[src/rtl/alu_pwr_seq.sv]
// ALU power-domain sequencer: drain -> isolate -> power off, power on -> reset release -> de-isolate.
// All outputs registered; sleep/wake requests against the current direction are held as pending flags.
module alu_pwr_seq #(
   parameter int ISO_CYCLES    = 2,
   parameter int PWRUP_CYCLES  = 8,
   parameter int DRAIN_TIMEOUT = 64
) (
   input  logic        clk,
   input  logic        rst,
   input  logic        sleep_req,
   input  logic        wake_req,
   input  logic        alu_busy,
   input  logic [15:0] clamp_cfg,
   input  logic        clamp_cfg_we,
   output logic        alu_pwr_en,
   output logic        iso_en,
   output logic        alu_rst_n,
   output logic [15:0] clamp_value,
   output logic [2:0]  pwr_state,
   output logic        sleep_ack,
   output logic        wake_ack,
   output logic        drain_to
);

   localparam int CNT_MAX_A = (ISO_CYCLES > PWRUP_CYCLES) ? ISO_CYCLES : PWRUP_CYCLES;
   localparam int CNT_MAX   = (CNT_MAX_A > DRAIN_TIMEOUT) ? CNT_MAX_A : DRAIN_TIMEOUT;
   localparam int CNT_W     = $clog2(CNT_MAX) + 1;

   typedef enum logic [2:0] {
      S_ON      = 3'd0,
      S_DRAIN   = 3'd1,
      S_ISO     = 3'd2,
      S_OFF     = 3'd3,
      S_PWRUP   = 3'd4,
      S_RST_REL = 3'd5
   } state_e;

   state_e             state_q, state_d;
   logic [CNT_W-1:0]   cnt_q, cnt_d;
   logic               sleep_pend_q, sleep_pend_d;
   logic               wake_pend_q, wake_pend_d;
   logic               sleep_ack_q, sleep_ack_d;
   logic               wake_ack_q, wake_ack_d;
   logic               drain_to_q, drain_to_d;
   logic [15:0]        clamp_q, clamp_d;
   logic               pwr_en_q, pwr_en_d;
   logic               iso_q, iso_d;
   logic               rst_n_q, rst_n_d;

   // {pwr_en, iso_en, rst_n} for each state; illegal codes decode as OFF
   function automatic logic [2:0] decode(input state_e s);
      case (s)
         S_ON:      decode = 3'b101;
         S_DRAIN:   decode = 3'b101;
         S_ISO:     decode = 3'b111;
         S_OFF:     decode = 3'b010;
         S_PWRUP:   decode = 3'b110;
         S_RST_REL: decode = 3'b111;
         default:   decode = 3'b010;
      endcase
   endfunction

   always_comb begin
      state_d      = state_q;
      sleep_pend_d = sleep_pend_q;
      wake_pend_d  = wake_pend_q;
      sleep_ack_d  = 1'b0;
      wake_ack_d   = 1'b0;
      drain_to_d   = drain_to_q;
      clamp_d      = (clamp_cfg_we && !iso_q) ? clamp_cfg : clamp_q;

      case (state_q)
         S_ON: begin
            if (sleep_req || sleep_pend_q) begin
               state_d      = S_DRAIN;
               sleep_pend_d = 1'b0;
            end
         end
         S_DRAIN: begin
            if (wake_req) wake_pend_d = 1'b1;
            if (!alu_busy) begin
               state_d = S_ISO;
            end else if (cnt_q == CNT_W'(DRAIN_TIMEOUT - 1)) begin
               state_d    = S_ISO;
               drain_to_d = 1'b1;
            end
         end
         S_ISO: begin
            if (wake_req) wake_pend_d = 1'b1;
            if (cnt_q == CNT_W'(ISO_CYCLES - 1)) begin
               state_d     = S_OFF;
               sleep_ack_d = 1'b1;
            end
         end
         S_OFF: begin
            if (wake_req || wake_pend_q) begin
               state_d     = S_PWRUP;
               wake_pend_d = 1'b0;
            end
         end
         S_PWRUP: begin
            if (sleep_req) sleep_pend_d = 1'b1;
            if (cnt_q == CNT_W'(PWRUP_CYCLES - 1)) state_d = S_RST_REL;
         end
         S_RST_REL: begin
            if (sleep_req) sleep_pend_d = 1'b1;
            if (cnt_q == CNT_W'(ISO_CYCLES - 1)) begin
               state_d    = S_ON;
               wake_ack_d = 1'b1;
               drain_to_d = 1'b0;
            end
         end
         default: state_d = S_OFF;
      endcase

      // Dwell counter restarts on every state change and idles in the resting states
      if (state_d != state_q || state_q == S_ON || state_q == S_OFF)
         cnt_d = '0;
      else
         cnt_d = cnt_q + CNT_W'(1);

      {pwr_en_d, iso_d, rst_n_d} = decode(state_d);
   end

   always_ff @(posedge clk or posedge rst) begin
      if (rst) begin
         state_q      <= S_ON;
         cnt_q        <= '0;
         sleep_pend_q <= 1'b0;
         wake_pend_q  <= 1'b0;
         sleep_ack_q  <= 1'b0;
         wake_ack_q   <= 1'b0;
         drain_to_q   <= 1'b0;
         clamp_q      <= 16'h0000;
         pwr_en_q     <= 1'b1;
         iso_q        <= 1'b0;
         rst_n_q      <= 1'b1;
      end else begin
         state_q      <= state_d;
         cnt_q        <= cnt_d;
         sleep_pend_q <= sleep_pend_d;
         wake_pend_q  <= wake_pend_d;
         sleep_ack_q  <= sleep_ack_d;
         wake_ack_q   <= wake_ack_d;
         drain_to_q   <= drain_to_d;
         clamp_q      <= clamp_d;
         pwr_en_q     <= pwr_en_d;
         iso_q        <= iso_d;
         rst_n_q      <= rst_n_d;
      end
   end

   assign alu_pwr_en  = pwr_en_q;
   assign iso_en      = iso_q;
   assign alu_rst_n   = rst_n_q;
   assign clamp_value = clamp_q;
   assign pwr_state   = state_q;
   assign sleep_ack   = sleep_ack_q;
   assign wake_ack    = wake_ack_q;
   assign drain_to    = drain_to_q;

endmodule

[config.mk]
export PLATFORM = sky130hd
export DESIGN_NAME = alu_pwr_seq
export DESIGN_NICKNAME = d
export VERILOG_FILES = /design/src/rtl/alu_pwr_seq.sv
export SDC_FILE = /design/constraint.sdc
export NUM_CORES = 1
export LEC_CHECK = 0
export BUFFER_PORTS_ARGS = -buffer_cell sky130_fd_sc_hd__buf_4
export CELL_PAD_IN_SITES_DETAIL_PLACEMENT = 1
export CELL_PAD_IN_SITES_GLOBAL_PLACEMENT = 1
export CORE_MARGIN = 1
export CORE_UTILIZATION = 30
export CTS_CLUSTER_DIAMETER = 60
export DETAILED_ROUTE_END_ITERATION = 7
export PLACE_DENSITY = 0.68
export SYNTH_ARGS = -nofsm -noshare
export SYNTH_HDL_FRONTEND = slang
export SYNTH_SLANG_ARGS = --single-unit
[constraint.sdc]
create_clock -name clk -period 1.8 [get_ports clk]
set_input_delay 0.27 -clock clk [delete_from_list [all_inputs] [get_ports clk]]
set_output_delay 0.27 -clock clk [all_outputs]
set_load 0.03 [all_outputs]
# Word-level counts from Yosys, hierarchy flattened
# Index checks and enable logic that the tools add are counted.
# op_classes
addsub	1
eq_ne	20
n_mux	23
n_reduce_logical	18
# op_table
cell	count
$mux 3	7
$pmux 3 s6	1
$eq 3x3->1 const B	4
$mux 1	10
$ne 2x2->1 const B	5
$eq 3x2->1 const B	3
$pmux 3 s3	1
$reduce_or 2->1	4
$add 7x1->7 const B	1
$eq 7x1->1 const B	1
$eq 7x3->1 const B	1
$eq 7x6->1 const B	1
$mux 7	1
$eq 3x1->1 const B	2
$logic_not 3->1	2
$pmux 1 s2	3
$reduce_and 3->1	2
$reduce_bool 2->1	3
$logic_or 1x1->1	4
$ne 2x1->1 const B	2
$reduce_and 4->1	1
$ne 3x3->1	1
$logic_and 1x1->1	1
$logic_not 1->1	1
# word_totals
ff_bits	34
inputBits	22
output_inout_bits	25
word_cells	73

# Depth between registers and ports, before layout
# Gate-level depths: netlist of the first run.
# logic_depth
word_depth	8
depth_mapped	6
mapped_depth_nobuf	6

# Worst setup path after synthesis of the first run
# Ideal clock, no wire load.
# synth_timing
path_type	register -> register
start	register state_q[0], in the netlist pwr_state[0]
end	register cnt_q[0]
setup_ns	0.079
arrival_ns	1.596
required_ns	1.721
slack_ns	0.126
path_stages_with_launch	6
path_buffers	1
synth_period_minus_slack_ns	1.674
path_cell_list	dfrtp_1 > buf_2 > nor4_1 > a221o_1 > a211o_1 > a21oi_1
# synth_between
elab_chain_cells	7
word_cells_on_any_way	18
cone_classes	eq/ne (6); mux (9); reduce/logical (3)
# synth_lines
element	line_no	source
from (decl)	38	state_e state_q, state_d;
from (signal assigned)	139	state_q <= state_d;
$mux 3	83	end else if (cnt_q == CNT_W'(DRAIN_TIMEOUT - 1)) begin
$mux 3	81	if (!alu_busy) begin
$pmux 3 s6	72	case (state_q)
$ne 3x3->1	117	if (state_d != state_q || state_q == S_ON || state_q == S_OFF)
$logic_or 1x1->1	117	
$logic_or 1x1->1 (*)	117	
$mux 7 (*)	117	
net cnt_d[0]	39	logic [CNT_W-1:0] cnt_q, cnt_d;
to (signal assigned)	140	cnt_q <= cnt_d;
to (decl)	39	
# Mark *: on every way through the listed nets, which the timed path passes. The rest lies on a longest branch.
# A chain may end at the register's enable or synchronous reset.

# Worst setup path in the final report of the first run
# layout_timing
start	register cnt_q[1]
end	register cnt_q[1]
# layout_between
elab_chain_cells	8
word_cells_on_any_way	14
cone_classes	add/sub (1); eq/ne (4); mux (7); reduce/logical (2)
# layout_lines
element	line_no
$eq 7x6->1	83
$mux 3	83
$mux 3	81
$pmux 3 s6	72
$ne 3x3->1	117
$logic_or 1x1->1 (2 in series)	117
$mux 7 (*)	117
net cnt_d[1]	39
# Marked as above.

==> flow_results.org, run 1 <==
** Run status
- Run status :: completed

** GRT
- Global route total overflow :: 0
- Antenna violations before repair :: 0
- In this run the most used layer during global routing was met2.
- Entering global routing, the biggest net connects 35 pins.
- Global routing usage on met2 :: 26.4%
- Fraction of met3 tracks used by global routing :: 4.03%
- First-pass GRT wire length :: 6070 um
- The via count of the first global-routing pass was 1245.
- Aggregate global-route resource usage :: 15.4%
- For met1 alone, demand over resource in global routing was 19.3%.

** Clock tree
- Number of clock sinks seen by CTS :: 34
- The H-tree was split into 2 levels.
- In this run the clock root is driven by a sky130_fd_sc_hd__clkbuf_8.
- Clock tree synthesis inserted a total of 5 buffers.
- The number of hold buffers added after CTS was 0.
- Clock-pin slew was measured on the worst setup and hold paths at 0.07 ns.
- CTS tree :: yes
- Clock latency at the later pin of the worst-skew pair :: 0.28 ns
- Longest Clk Path Bufs :: 2

** Floorplan
- Initial core utilization :: 31.3%
- The die is 72.2 um tall.
- Die outline area :: 5210 um2
- The floorplan has 25 rows.
- Standard cell core area :: 4720 um2
- Top Ports :: 47
- Horizontal die dimension :: 72.2 um

** Detailed routing
- Total detailed-routing wirelength :: 3640 um
- Total number of vias :: 1163
- Count of routing violations after the opening detailed-route iteration :: 85
- Before antenna repair, the detailed router went through 4 iterations.
- In this run the remaining antenna-violating nets after routing total 0.
- Average wire per standard cell :: 14.7 um
- Avg Vias per Cell :: 4.71
- Detailed-route DRC error count :: 0

** Pwr
- Cell Pwr Density :: 1830 nW/um2
- IR analysis of the VDD net gives a maximum drop of 0.565 mV.
- For this design the static power due to leakage is 0.955 nW.

** Logic synthesis
- Syn Area/Cell :: 12.2 um2
- Count of distinct cell types in the synthesized netlist :: 37
- Area of the mapped netlist :: 1480 um2
- Post-Syn Nets :: 145
- For this run, asynchronously set or reset flops after synthesis account for 100%.
- Flops & latches, synth :: 34
- In the synthesized netlist the dominant register cell turns out to be sky130_fd_sc_hd__dfrtp_1.
- The cell count after synthesis came out at 121.
- Sequential elements use 57.7% of the synthesized area.
- Post-synth EDFFs :: 0
- The Yosys step of the flow raised 0 warnings.

** Timing
- Min Tclk post-route :: 1.74 ns
- After layout, the worst path uses 96.7% of the clock period.
- At the pin with the least slew margin, the transition time is 0.439 ns.
- Highest achievable clock rate :: 0.574 GHz
- The number of endpoints with negative hold slack in the final report is 0.
- Setup violations remaining at the end of the flow were counted as 0.
- Setup repair after global routing could not meet its margin everywhere.
- Tightest slew margin relative to the limit :: 70.5%
- Final slew viol count :: 0
- Setup Skew :: 0.00350 ns

** Worst setup path
- Slowest stage delay, CP :: 0.40 ns
- The slowest stage of the critical path is the sky130_fd_sc_hd__dfrtp_1 cell.
- For the worst setup path, the data required time is 2.00 ns.
- Worst path buffer plus inverter count :: 1
- Ordered cell list for the critical path :: inv_1, ha_2, nor3b_4, a221o_1, a211o_4, a21oi_1
- Cell family with the largest share of critical-path delay :: compound AO/OA/AOI/OAI gates
- STA puts the critical path data arrival time at 1.95 ns.
- Start-to-end type of the worst setup path :: flop to flop
- Of all nets on the critical path, the largest fanout is 7.
- Kind of start point of the critical path :: flop
- Category of the worst setup path capture point :: flop

** Placed design
- Number of port buffers :: 46
- Once detailed placement completed, the half-perimeter wirelength came to 2730 um.
- RD Place Congestion :: 0.763
- Total instance count after detailed placement :: 238

** Final layout
- The register with the most flip-flops in the layout has 16 of them.
- Number of inserted diodes :: 0
- In the final layout, the share of cells above drive strength 1 is 50.6%.
- The top cell types in the final layout, fill and taps aside, are 55 x sky130_fd_sc_hd__buf_4, 31 x sky130_fd_sc_hd__dfrtp_1, 16 x sky130_fd_sc_hd__mux2_2.
- Fillers :: 525
- The library cell used most frequently in the layout, excluding fill and tap cells, is sky130_fd_sc_hd__buf_4.
- Area added between synthesis and finish :: 41.4%
- The finished layout holds 247 standard cells, fillers aside.
- Core Util, Final :: 44.3%
- The net count of the finished layout is 203.

** Run
- Max-cap violations in this run came to 0.

** Min path
- Hold/Removal Path Class :: input port to async pin
[layout make-up]
cell class | instances | area [um2] | share of cell area, %
sequential | 34 | 855 | 40.9
multi-input combinational | 77 | 626 | 29.9
timing repair buffer | 55 | 413 | 19.7
clock buffer | 7 | 86.3 | 4.13
tap | 67 | 83.8 | 4.01
inverter | 6 | 22.5 | 1.08
clock inverter | 1 | 5.00 | 0.239
[power by group]
part	leakage, nW	switching (mW)	internal [mW]
registers	0.414	0.225	1.09
logic	0.493	1.09	0.853
clock network	0.0482	0.266	0.308
total	0.955	1.58	2.25
[cells by family (layout without fill, tap and decap cells)]
family,after synthesis,count (layout),share of synthesized area [%]
flops,34,34,57.7
buf+inv,10,69,2.79
compound gates,27,27,11.9
fa+ha+maj,2,2,1.69
xor+xnor,5,5,2.96
simple gates,27,27,10.7
mux,16,16,12.2
[stage by stage]
step	setup slack, ns	power (mW)	TNS (ns)	area, um2	hold slack [ns]
detailed placement	-0.0184	3.19	-0.0191	1950	0.405
floorplan	0.126	2.46	0	1480	0.410
CTS	0.00573	3.79	0	2050	0.0969
finish	0.0588	3.83	0	2090	0.0827
global placement	0.0406	3.12	0	1950	0.391
global route	-0.00822	4.07	-0.0192	2090	0.116
[cells in the mapped netlist (2+ instances only)]
| library cell | instances | area (um2) |
|---|---|---|
| sky130_fd_sc_hd__nor2b_1 | 4 | 25.0 |
| sky130_fd_sc_hd__xor2_1 | 4 | 35.0 |
| sky130_fd_sc_hd__nor2_1 | 3 | 11.3 |
| sky130_fd_sc_hd__buf_2 | 3 | 15.0 |
| sky130_fd_sc_hd__nand2_1 | 2 | 7.51 |
| sky130_fd_sc_hd__dfrtp_1 | 32 | 801 |
| sky130_fd_sc_hd__inv_1 | 6 | 22.5 |
| sky130_fd_sc_hd__and3_1 | 2 | 12.5 |
| sky130_fd_sc_hd__o211ai_1 | 2 | 15.0 |
| sky130_fd_sc_hd__nor3_1 | 2 | 10.0 |
| sky130_fd_sc_hd__a21oi_1 | 13 | 65.1 |
| sky130_fd_sc_hd__ha_1 | 2 | 25.0 |
| sky130_fd_sc_hd__mux2_2 | 16 | 180 |
| sky130_fd_sc_hd__nand3_1 | 6 | 30.0 |
| sky130_fd_sc_hd__dfstp_2 | 2 | 52.6 |
[per-layer routing]
| metal | part of all wire, % | vias up |
|---|---|---|
| met5 | 0 | - |
| met4 | 1.1 | 0 |
| met3 | 6.3 | 3 |
| met2 | 49 | 43 |
| met1 | 44 | 567 |
| li1 | - | 550 |
[final timing paths]
| path | start | endpoint | slack, ns | cells after the start |
|---|---|---|---|---|
| max in group asynchronous | rst | alu_rst_n | 1.38 | 3 |
| min in group clk | clamp_cfg[8] | clamp_value[8] | 0.22 | 2 |
| min reg2reg | cnt_q[0] | cnt_q[0] | 0.49 | 1 |
| min | rst | clamp_value[15] | 0.08 | 3 |
| max reg2reg | cnt_q[1] | cnt_q[1] | 0.06 | 6 |
| max | cnt_q[1] | cnt_q[1] | 0.06 | 6 |
[tightest hold or removal path: cells and delay by family]
kind | cells | cell delay (ns)
buffers and inverters | 3 | 0.52
[what timing repair did]
| item | in CTS | in global routing |
|---|---|---|
| pin swaps | 1 | 3 |
| gates resized for setup | 1 | 9 |
| buffers inserted | 0 | 1 |
| endpoints found under the setup margin | 4 | 9 |
Power figures use the tool's default switching activity.
==> run 2: changes to the inputs <==
--- a/config.mk
+++ b/config.mk
@@ -12,7 +12,8 @@
 export CORE_UTILIZATION = 30
 export CTS_CLUSTER_DIAMETER = 60
 export DETAILED_ROUTE_END_ITERATION = 7
-export PLACE_DENSITY = 0.68
+export PLACE_DENSITY = 0.73
+export RECOVER_POWER = 50
 export SYNTH_ARGS = -nofsm -noshare
 export SYNTH_HDL_FRONTEND = slang
 export SYNTH_SLANG_ARGS = --single-unit
==> run 2 against run 1 <==
Critical path depth shrank 1. Power shrank 2.3%. Flip-flop and latch count is the same. Largest cell class unchanged. Combinational power shrank 5%. Cell count grew 0.40%. Critical endpoint unchanged. Critical path type unchanged. Register-to-register slack is essentially flat. Highest routed layer unchanged. Die area is the same. Via count grew 0.69%. Non-clock buffer count grew 1. Final area shrank 1.4%. Clock skew grew 0.0024 ns.
==> flow_results.org, run 2 (synthesis results as in run 1) <==
** Final layout
- The register with the most flip-flops in the layout has 16 of them.
- After routing the design area is 2060 um2.
- The library cells used most frequently in the layout, excluding fill and tap cells, are 45 x sky130_fd_sc_hd__buf_4, 32 x sky130_fd_sc_hd__dfrtp_1, 16 x sky130_fd_sc_hd__mux2_2.
- Area added between synthesis and finish :: 39.4%
- The final layout contains 204 nets.
- Cells with a size suffix above 1 make up 45.9% of the layout.
- Number of inserted diodes :: 0
- Most frequent standard cell in the layout excluding fill and tap cells :: sky130_fd_sc_hd__buf_4

** Clock tree
- In this run, CTS created clock tree buffers numbering 5.
- Hold repair after CTS inserted 0 buffers.
- Master cell of the clock root buffer :: sky130_fd_sc_hd__clkbuf_8
- Longest Clk Path Bufs :: 2
- Clock tree synthesis found a total of 34 sinks.
- Clock-pin slew was measured on the worst setup and hold paths at 0.07 ns.
- TritonCTS built the clock tree.
- Htree depth :: 2
- Clock latency at the later pin of the worst-skew pair :: 0.28 ns

** GRT
- For this run, the total global-route usage over all layers was measured as 14.3%.
- Entering global routing, the biggest net connects 35 pins.
- The via count of the first global-routing pass was 1231.
- Global route total overflow :: 0
- The first global-routing pass estimated 5680 um of wire.
- The initial antenna violation count came to 0.

** Floorplan
- Die outline area :: 5210 um2
- The floorplan step defined a core boundary enclosing 4720 um2.
- Number of rows in the core area :: 25
- For this configuration, the core starts out at a cell density of 31.3%.
- 47 I/O pins were placed.
- Horizontal die dimension :: 72.2 um
- The die is 72.2 um tall.

** Worst setup path
- Start-to-end type of the worst setup path :: flop to flop
- Highest fanout seen on the critical path :: 7
- STA puts the critical path data required time at 2.01 ns.
- For the worst setup path, the data arrival time is 1.95 ns.
- The worst setup path is launched from a flop.
- Category of the worst setup path capture point :: flop

** Placed design
- RD Place Congestion :: 0.753
- HPWL after DPL :: 2500 um
- In this run the cell area measured after placement is 1950 um2.
- In this run the tool buffered the top-level ports with 46 buffer cells.
- Pre-CTS worst setup slack :: -0.0277 ns

** Pwr
- Net switching power figure :: 1.57 mW
- Leakage power of the design :: 0.925 nW
- Cell Int Power :: 2.17 mW
- IR Drop Worst-Case VDD :: 0.558 mV
- Switching part of the total power :: 41.9%
- The share of total power dissipated in sequential elements is 35.3%.
- Dividing total power by cell area gives a power density of 1810 nW/um2.
- Logic pwr share :: 49.4%
- Power share of the clock group :: 15.3%

** Detailed routing
- In this run the remaining antenna-violating nets after routing total 0.
- Average wire per standard cell :: 13.7 um
- In this run, the number of DRC markers left after iteration 0 of detailed routing was 50.
- For this block, the routed nets add up to 3400 um of wire.
- Detailed-route DRC error count :: 0
- Summing over every cut layer, the via total after detailed routing is 1171.
- TritonRoute pass-1 iters :: 3
- Avg Vias per Cell :: 4.72

** Min path
- In this run the worst hold path is classified as input port to flop.

** Timing
- Fin worst setup slack :: 0.0628 ns
- For this run, the top clock speed supported by timing is 0.576 GHz.
- Setup repair after global routing could not meet its margin everywhere.
- The final critical path takes up 96.5% of the cycle.
- Min Tclk post-route :: 1.74 ns
- At the pin with the least slew margin, the transition time is 0.827 ns.
- Hold violation count in the final report :: 0
- The worst pin sits at a relative slew slack of 44.9%.
- Setup violations remaining at the end of the flow were counted as 0.
- Final slew viol count :: 0
- Setup Skew :: 0.00586 ns

** Run status
- The run finished with clean final reports.

** Run
- Across the run, the number of max-cap violations was 0.
-- run 2: cell types whose count changed in the layout (fill, tap and decap cells not counted), sizes merged --
cell | previous run | this run
buf | 55 | 45
clkbuf | 7 | 18
-- run 2: critical path, stage by stage, from the launching register on --
cell                      delay [ns]
sky130_fd_sc_hd__dfrtp_1        0.43
sky130_fd_sc_hd__ha_2           0.20
sky130_fd_sc_hd__nor3b_4        0.14
sky130_fd_sc_hd__a221o_1        0.35
sky130_fd_sc_hd__a211o_4        0.40
sky130_fd_sc_hd__a21oi_2        0.15
-- run 2: power by group through the flow --
stage,combinational [mW],sequential (mW),clock [mW]
global route,1.98,1.37,0.623
finish,1.85,1.32,0.572
floorplan,0.676,1.78,0
CTS,1.86,1.32,0.595
global placement,1.78,1.31,0
detailed placement,1.81,1.34,0
-- run 2: layout make-up --
cell class,instances,area [um2]
clock buffer,7,86.3
clock inverter,1,5.00
fill,518,2660
inverter,6,22.5
multi-input combinational,77,627
sequential,34,853
tap,67,83.8
timing repair buffer,56,384
-- run 2: routing by layer --
metal | GRT usage, % | wire length, um
met5 | 0 | 0
met4 | 5.88 | 55
met2 | 23.8 | 1640
met1 | 17.1 | 1500
met3 | 4.44 | 205
-- run 2: worst paths after layout --
| check | start | to | slack, ns | cells past startpoint |
|---|---|---|---|---|
| worst min-delay path | clamp_cfg[14] | clamp_value[14] | 0.22 | 2 |
| max in group asynchronous | rst | drain_to | 1.04 | 3 |
| worst max register to register | cnt_q[0] | cnt_q[1] | 0.06 | 5 |
| worst max-delay path | cnt_q[0] | cnt_q[1] | 0.06 | 5 |
| min in group asynchronous | rst | clamp_value[5] | 0.24 | 3 |
| worst min register to register | clamp_value[6] | clamp_value[6] | 0.51 | 1 |
-- run 2: per-stage QoR --
| step | utilization, % | cells | hold WS, ns | setup TNS [ns] | power, mW |
|---|---|---|---|---|---|
| 2_1_floorplan | - | 121 | 0.410 | 0 | 2.46 |
| 3_3_place_gp | 41.3 | 238 | 0.388 | 0 | 3.09 |
| 3_5_place_dp | 41.3 | 238 | 0.407 | -0.0607 | 3.15 |
| 4_1_cts | 43.5 | 247 | 0.101 | 0 | 3.77 |
| 5_1_grt | 43.7 | 248 | 0.205 | -0.165 | 3.98 |
| 6_report | 43.7 | 248 | 0.216 | 0 | 3.74 |
-- run 2: timing repair --
item | CTS | global route
buffers inserted | 1 | 1
setup endpoints to repair | 7 | 9
gates resized for setup | 1 | 9
pin swaps | 0 | 3
